`src/rtl/reg_arbiter_pkg.sv`:
```
// Shared types and constants for the two-requester register arbiter.
// Holds the FSM state enum, requester count and grant pick helpers.
package reg_arbiter_pkg;

  localparam int NUM_REQ       = 2;
  localparam int DEFAULT_WIDTH = 8;

  typedef enum logic [1:0] {
    ST_IDLE  = 2'd0,
    ST_WRITE = 2'd1,
    ST_ACK   = 2'd2
  } state_t;

  // Requester 0 always beats requester 1.
  function automatic logic [NUM_REQ-1:0] pick_fixed(
    input logic [NUM_REQ-1:0] req
  );
    logic [NUM_REQ-1:0] g;
    g = '0;
    if (req[0])      g = 2'b01;
    else if (req[1]) g = 2'b10;
    return g;
  endfunction

  // On a tie the requester that did not win last time goes first.
  // last = index of the previous winner.
  function automatic logic [NUM_REQ-1:0] pick_rr(
    input logic [NUM_REQ-1:0] req,
    input logic               last
  );
    logic [NUM_REQ-1:0] g;
    g = req;
    if (req == 2'b11) g = last ? 2'b01 : 2'b10;
    return g;
  endfunction

endpackage

```
`src/rtl/reg_arbiter_shared_reg.sv`:
```
// shared_reg: WIDTH-bit storage register, load enable, sync clear.
// Ports: i_clk, i_clr (sync clear), i_load, i_d -> o_q, o_qn (= ~o_q).
module shared_reg #(
  parameter int WIDTH = 8
) (
  input  logic             i_clk,
  input  logic             i_clr,
  input  logic             i_load,
  input  logic [WIDTH-1:0] i_d,
  output logic [WIDTH-1:0] o_q,
  output logic [WIDTH-1:0] o_qn
);

  logic [WIDTH-1:0] r_q;

  // Clear dominates load.
  always_ff @(posedge i_clk) begin
    if (i_clr)       r_q <= '0;
    else if (i_load) r_q <= i_d;
  end

  assign o_q  = r_q;
  // Combinational inverse so it tracks o_q in every cycle.
  assign o_qn = ~r_q;

endmodule

```
`src/rtl/reg_arbiter.sv`:
```
// reg_arbiter: two requesters share one register via IDLE/WRITE/ACK FSM.
// Ports: i_clk, i_rst_n (sync, active-low), i_req[1:0], i_d0, i_d1,
//        o_gnt[1:0], o_ack[1:0], o_q, o_qn, o_busy.
// Macro REG_ARBITER_ROUND_ROBIN_EN: tie goes to the previous loser;
// undefined: requester 0 wins every tie.
module reg_arbiter
  import reg_arbiter_pkg::*;
#(
  parameter int WIDTH = DEFAULT_WIDTH
) (
  input  logic               i_clk,
  input  logic               i_rst_n,
  input  logic [NUM_REQ-1:0] i_req,
  input  logic [WIDTH-1:0]   i_d0,
  input  logic [WIDTH-1:0]   i_d1,
  output logic [NUM_REQ-1:0] o_gnt,
  output logic [NUM_REQ-1:0] o_ack,
  output logic [WIDTH-1:0]   o_q,
  output logic [WIDTH-1:0]   o_qn,
  output logic               o_busy
);

  state_t             r_state;
  logic [NUM_REQ-1:0] r_gnt;
  logic [NUM_REQ-1:0] r_ack;
  logic               r_busy;

  logic [NUM_REQ-1:0] w_pick;
  logic               w_hold;
  logic               w_load;
  logic [WIDTH-1:0]   w_d;

`ifdef REG_ARBITER_ROUND_ROBIN_EN
  // Index of the last requester whose write completed.
  logic r_last;
  assign w_pick = pick_rr(i_req, r_last);
`else
  assign w_pick = pick_fixed(i_req);
`endif

  // Granted requester still asking at the WRITE edge.
  assign w_hold = |(i_req & r_gnt);
  assign w_load = i_rst_n && (r_state == ST_WRITE) && w_hold;
  assign w_d    = r_gnt[1] ? i_d1 : i_d0;

  always_ff @(posedge i_clk) begin
    if (!i_rst_n) begin
      r_state <= ST_IDLE;
      r_gnt   <= '0;
      r_ack   <= '0;
      r_busy  <= 1'b0;
`ifdef REG_ARBITER_ROUND_ROBIN_EN
      r_last  <= 1'b1;
`endif
    end else begin
      unique case (r_state)
        ST_IDLE: begin
          r_ack <= '0;
          if (|i_req) begin
            r_state <= ST_WRITE;
            r_gnt   <= w_pick;
            r_busy  <= 1'b1;
          end else begin
            r_gnt  <= '0;
            r_busy <= 1'b0;
          end
        end
        ST_WRITE: begin
          if (w_hold) begin
            r_state <= ST_ACK;
            r_ack   <= r_gnt;
            r_busy  <= 1'b1;
`ifdef REG_ARBITER_ROUND_ROBIN_EN
            r_last  <= r_gnt[1];
`endif
          end else begin
            r_state <= ST_IDLE;
            r_gnt   <= '0;
            r_ack   <= '0;
            r_busy  <= 1'b0;
          end
        end
        ST_ACK: begin
          r_state <= ST_IDLE;
          r_gnt   <= '0;
          r_ack   <= '0;
          r_busy  <= 1'b0;
        end
        default: begin
          r_state <= ST_IDLE;
          r_gnt   <= '0;
          r_ack   <= '0;
          r_busy  <= 1'b0;
        end
      endcase
    end
  end

  shared_reg #(
    .WIDTH(WIDTH)
  ) u_reg (
    .i_clk  (i_clk),
    .i_clr  (~i_rst_n),
    .i_load (w_load),
    .i_d    (w_d),
    .o_q    (o_q),
    .o_qn   (o_qn)
  );

  assign o_gnt  = r_gnt;
  assign o_ack  = r_ack;
  assign o_busy = r_busy;

endmodule

```
`config.mk`:
```
export PLATFORM = sky130hd
export DESIGN_NAME = reg_arbiter
export DESIGN_NICKNAME = d
export VERILOG_FILES = /design/src/rtl/reg_arbiter_pkg.sv /design/src/rtl/reg_arbiter_shared_reg.sv /design/src/rtl/reg_arbiter.sv
export SDC_FILE = /design/constraint.sdc
export NUM_CORES = 1
export LEC_CHECK = 0
export CAP_MARGIN = 20
export CORE_UTILIZATION = 32
export CTS_CLUSTER_DIAMETER = 30
export CTS_CLUSTER_SIZE = 8
export DETAILED_ROUTE_END_ITERATION = 12
export PLACE_DENSITY_LB_ADDON = 0.12
export SYNTH_ARGS = -nofsm -noshare
export SYNTH_HDL_FRONTEND = slang
export SYNTH_SLANG_ARGS = --single-unit
```
`constraint.sdc`:
```
create_clock -name i_clk -period 1.2 [get_ports i_clk]
set_input_delay 0.24 -clock i_clk [delete_from_list [all_inputs] [get_ports i_clk]]
set_output_delay 0.24 -clock i_clk [all_outputs]
set_load 0.02 [all_outputs]
```
==> impl_metrics.env <==
export IMPL_vias_per_cell=4.592
export IMPL_drtIter0Drc=4
export IMPL_ios=41
export IMPL_worst_path_largest_cell_delay_ns=0.33
export IMPL_drc=0
export IMPL_crit_chain="buf_4 -> a22o_1 -> and2_4 -> o211a_1"
export IMPL_critPathLaunchType="flop"
export IMPL_fp_dieH_um=48.59
export IMPL_firstDrtPassIters=3
export IMPL_synth_edf_count=0
export IMPL_synthDistinctLibCells=24
export IMPL_crit_slowest_cell="dfxtp_2"
export IMPL_track_usage_pct=14.44
export IMPL_yosys_warnings=0
export IMPL_max_cap_viol_count=0
export IMPL_slew_viol_final=0
export IMPL_hold_class="reg -> reg"
export IMPL_htreeDepth=1
export IMPL_cts_tree="built"
export IMPL_post_cts_buffers=0
export IMPL_ys_ff_latch=15
export IMPL_drtAntennaViolNets=0
export IMPL_wl_um=1603
export IMPL_setup_viol=0
export IMPL_cts_path_max_buffers=2
export IMPL_die_w_um=48.59
export IMPL_nFillCells=180
export IMPL_grt_pass1_wl_um=2697
export IMPL_rsz0062_at_grt="yes"
export IMPL_die_area_um2=2361
export IMPL_slew_limit_headroom_pct=85.81
export IMPL_synth_seq_area_share_pct=43.24
export IMPL_wl_per_cell_um=10.90
export IMPL_ir_drop_mv=0.6457
export IMPL_netlist_instances=72
export IMPL_cp_arrival_ns=1.35
export IMPL_timing_final_crit_share_pct=97.77
export IMPL_via_count=675
export IMPL_max_freq_mhz=852.3
export IMPL_end_kind="flop"
export IMPL_grt_max_degree=10
export IMPL_antenna_found_initial=0
export IMPL_rows=16
export IMPL_period_needed_ns=1.173
export IMPL_fin_cells=147
export IMPL_avgSynthCellArea_um2=9.645
export IMPL_cts_buffers=3
export IMPL_clock_sinks=15
export IMPL_status="finished, final reports clean"
export IMPL_diodes=0
export IMPL_final_hold_viol_count=0
export IMPL_postSynth_asyncResetShare_pct=0
export IMPL_finalClockSkew_ns=0.001408
export IMPL_clk_pin_slew_ns=0.09
export IMPL_dp_hpwl_um=1233
export IMPL_fin_nets=141
export IMPL_synthFlopType="dfxtp_1"
export IMPL_tightest_slew_ns=0.2128
export IMPL_clock_latency_ns=0.28
export IMPL_crit_type="reg -> reg"
export IMPL_cp_required_ns=1.37
export IMPL_place_gp_congestion=0.6793
export IMPL_hold_slack_ns=0.5079
export IMPL_cp_max_fo=8
export IMPL_initial_core_util_pct=34.69
export IMPL_grt_pass1_vias=618
export IMPL_clockRootBuffer="clkbuf_4"
export IMPL_drive_gt1_share_pct=35.00
export IMPL_synthToLayoutAreaGrowth_pct=71.17
export IMPL_dp_cells=143
export IMPL_core_area_um2=2002
export IMPL_io_buffer_count=40
export IMPL_syn_num_nets=92
export IMPL_synth_cell_area_um2=694.4
export IMPL_p_leak_uw=0.0005554
export IMPL_grt_ovfl_total=0
export IMPL_cellPowerDensity_nw_per_um2=901.6
path summary, 6_finish.rpt:
| check | slack [ns] | from | to | cells past startpoint |
|---|---|---|---|---|
| hold / removal | 0.51 | u_reg.o_q[5]$_SDFFE_PN0P_ | u_reg.o_q[5]$_SDFFE_PN0P_ | 1 |
| hold reg to reg | 0.51 | u_reg.o_q[5]$_SDFFE_PN0P_ | u_reg.o_q[5]$_SDFFE_PN0P_ | 1 |
| setup / recovery | 0.03 | o_gnt[1]$_SDFF_PN0_ | u_reg.o_q[3]$_SDFFE_PN0P_ | 4 |
| setup reg to reg | 0.03 | o_gnt[1]$_SDFF_PN0_ | u_reg.o_q[3]$_SDFFE_PN0P_ | 4 |
area by class of cell:
class	instances	area, um^2	share of cell area (%)
repair buffers	49	449.2	37.79
inverters	8	30.03	2.526
multi-input cells	44	334.1	28.11
well taps	27	33.78	2.842
flip-flops and latches	15	315.3	26.53
clock buffers	4	26.28	2.211
per-layer routing:
layer | share of wire, % | up-vias | GRT usage (%)
li1 | - | 354 | -
met2 | 45 | 22 | 24.18
met1 | 49 | 297 | 17.88
met4 | 0.87 | 0 | 5.882
met5 | 0 | - | 0
met3 | 5.4 | 2 | 3.145
cells by family (layout without fill, tap and decap cells):
family,count (synthesis),count (layout),synth area share [%]
AND/OR/NAND/NOR,20,20,16.22
buffers and inverters,13,61,9.729
flip-flops,15,15,43.24
multiplexers,8,8,11.53
AO/OA/AOI/OAI,16,16,19.28
flip-flops by register name, indices dropped and copies added, names as in the netlist:
| register | count |
|---|---|
| u_reg.o_q | 8 |
| o_busy | 1 |
| r_state | 2 |
| o_ack | 2 |
| o_gnt | 2 |
synth_stat cells, drive strengths merged (2+ instances only):
cell type | count | area (um^2)
a21oi | 2 | 10.01
buf | 4 | 32.53
dfxtp | 15 | 300.3
inv | 8 | 30.03
mux2i | 8 | 80.08
nand3 | 8 | 40.04
nor2 | 3 | 11.26
nor2b | 2 | 12.51
o211a | 8 | 80.08
repair_timing:
action | 4_1_cts | 5_1_grt
resized for setup | 53 | 14
setup endpoints to repair | 21 | 20
hold buffers | 0 | 0
metrics by stage:
step                      util [%]  setup TNS [ns]  cell area, um^2  total power (uW)  setup WS (ns)
after floorplan                  -         -0.3580            701.9             661.3       -0.04475
after global placement       58.13          -2.482             1164             805.1        -0.2362
after detailed placement     58.13          -2.682             1164             806.7        -0.2500
after CTS                    60.12               0             1204              1084       0.002979
after global routing         59.38        -0.01884             1189              1136       -0.01724
final                        59.38               0             1189              1072        0.02674
report_power, final:
part / switching [uW] / internal (uW) / leakage [uW]
sequential: 15.0 / 519 / 0.000127
combinational: 108 / 143 / 0.000413
clock: 158 / 129 / 0.0000150
total: 281 / 791 / 0.000555
worst max-delay path, delay by kind of cell (launching register included):
family	cells	cell delay (ns)
buffers and inverters	1	0.16
AOI/OAI and AO/OA	2	0.41
DFF	1	0.33
and+or+nand+nor	1	0.17
cells in the final DEF (no fill, tap or decap), types with 2 or more instances in the layout:
master           instances
clkdlybuf4s50_1         19
buf_4                    9
o211a_1                  8
clkbuf_4                 3
nor2_1                   3
inv_1                    8
mux2i_1                  8
clkdlybuf4s15_2         11
nand3_1                  8
dfxtp_1                  5
dlygate4sd2_1            2
dfxtp_2                  9
clkbuf_2                 6
clkdlybuf4s15_1          2
a21oi_1                  2
No activity file was read; power rests on OpenSTA's default activity.
==> RTL edit (same settings) <==
Change the package constant `DEFAULT_WIDTH` from 8 to 10.
--- a/src/rtl/reg_arbiter_pkg.sv
+++ b/src/rtl/reg_arbiter_pkg.sv
@@ -4,5 +4,5 @@
 
   localparam int NUM_REQ       = 2;
-  localparam int DEFAULT_WIDTH = 8;
+  localparam int DEFAULT_WIDTH = 10;
 
   typedef enum logic [1:0] {
Interface: changed (resized i_d0, i_d1, o_q and o_qn); port bits go from 41 to 49. No check against the original RTL was run, so the function may have changed too.
==> RTL edit against the original RTL <==
Design area up 15%; setup slack better by 0.012 ns; routed wire length up 23%; sequential cell count up 2; core utilization up 3.1 points; first-iteration DRC count up 50%; combinational power up 2%; sequential share of layout area down 0.57 points; power up 7.1%; area after synthesis up 6.7%; critical endpoint is now o_qn[4].
==> RTL edit: results (changes against the original RTL) <==
- Vias in the first global route: 751 (+22%)
- Net count after synthesis: 104 (+13%)
- Area growth from synthesis to final layout: 84.8%
- Global-route total usage across every layer: 16.3% (+1.9 points)
- Peak ir drop on the vdd network: 0.000452 V (-30%)
- Status: finished, final reports clean
- Max Fanout on Critical Path: 3 (-5)
- Count of plain and timing-repair buffers in the layout: 59 (+20%)
- Detailed placement HPWL: 1.49 mm (+21%)
- Number of buffers added on ports: 48 (+20%)
- Clock net sink count: 17 (+2)
- Global-route wire length before repair: 3.07 mm (+14%)
- Layout clock area frac: 1.92% (-0.29 points)
- Iteration-0 DRC count of the detailed router: 6 (+2)
- First-pass iteration count of the detailed router: 4 (+1)
- Multi-input logic portion of the cell area: 26.3% (-1.8 points)
- Switching power summed over all nets: 0.000288 W (+2.4%)
- Routability congestion estimate from global placement: 0.649 (-4.4%)
- Cell types occupying the most area after synthesis: sky130_fd_sc_hd__dfxtp_1 (46%), sky130_fd_sc_hd__mux2i_1 (14%), sky130_fd_sc_hd__o211ai_1 (10%), sky130_fd_sc_hd__o21ai_1 (6.8%), sky130_fd_sc_hd__inv_1 (5.6%)
- FF-to-FF path depth: 5 (+1)
- Non-clock buffer contribution to total cell area: 40.2% (+2.4 points)
- Place WS: -0.335 ns (-0.0854 ns)
- Family with the most delay on the worst path: flip-flops
- Leakage power summed over all cells: 0.546 nW (-1.8%)
- Met3 layer usage reported by global route: 3.70% (+0.56 points)
- Met2 Track Usage GR: 27.8% (+3.6 points)
- Final worst clock skew: 0.00124 ns (-0.000168 ns)
- Met1 Routed Length: 866 um (+10%)
- Inverters excl. clock: 11 (+3)
- Fraction of area in registers: 26.0% (-0.57 points)
- Sequential share of power: 52.1% (+2.2 points)
- Type of the most critical hold path: input pin to flip-flop
- Final net count: 164 (+16%)
- Fin crit period: 1.16 ns (-0.0117 ns)
- Routed wire length: 1.98 mm (+23%)
- Number of distinct library cells after synthesis: 20 (-17%)
- Met1 global-route usage: 19.7% (+1.8 points)
- Sequential fraction of the synthesis area: 45.9% (+2.7 points)
- Routed wire length on met3: 97 um (+13%)
- Fillcell total: 195 (+8.3%)
- Die extent in x: 50.1 um (+3.1%)
- Maximum number of pins on one net before global-route repair: 13 (+3)
- Avg WL per Cell: 11.8 um (+8.6%)
- Comb_multi_in: 48 (+9.1%)
- Area post-placement: 0.00131 mm2 (+13%)
- Mapped Avg Cell Area: 9.26 um2 (-4.0%)
- Hold depth: 3 (+2)
-- RTL edit: cell count changes after synthesis, sizes merged, moves of 2 or more --
cell and change:
a21oi -2, dfxtp +2, inv +3, mux2i +2, nand2b +2, nand3 -8
nor2b -2, o211a -8, o211ai +10, o21ai +10
-- RTL edit: cell families after synthesis --
group	Yosys count	synth area share (%)
buffers and inverters	16	9.46
DFF	17	45.9
and+or+nand+nor	12	9.63
muxes	10	13.5
AOI/OAI and AO/OA	25	21.5
-- RTL edit: path summary, 6_finish.rpt --
check / from / end / slack (ns)
max: u_reg.o_q[4] / o_qn[4] / 0.04
min: i_req[1] / o_gnt[1] / 0.36
max reg2reg: o_gnt[0] / o_gnt[0] / 0.05
min reg2reg: r_state[0] / r_state[0] / 0.50
-- RTL edit: what timing repair did --
action                                  in CTS  in global routing
gates cloned                                 0                  2
setup buffers                                0                  0
pin swaps                                    0                  3
gates resized for setup                     70                 25
endpoints found under the setup margin      35                 29
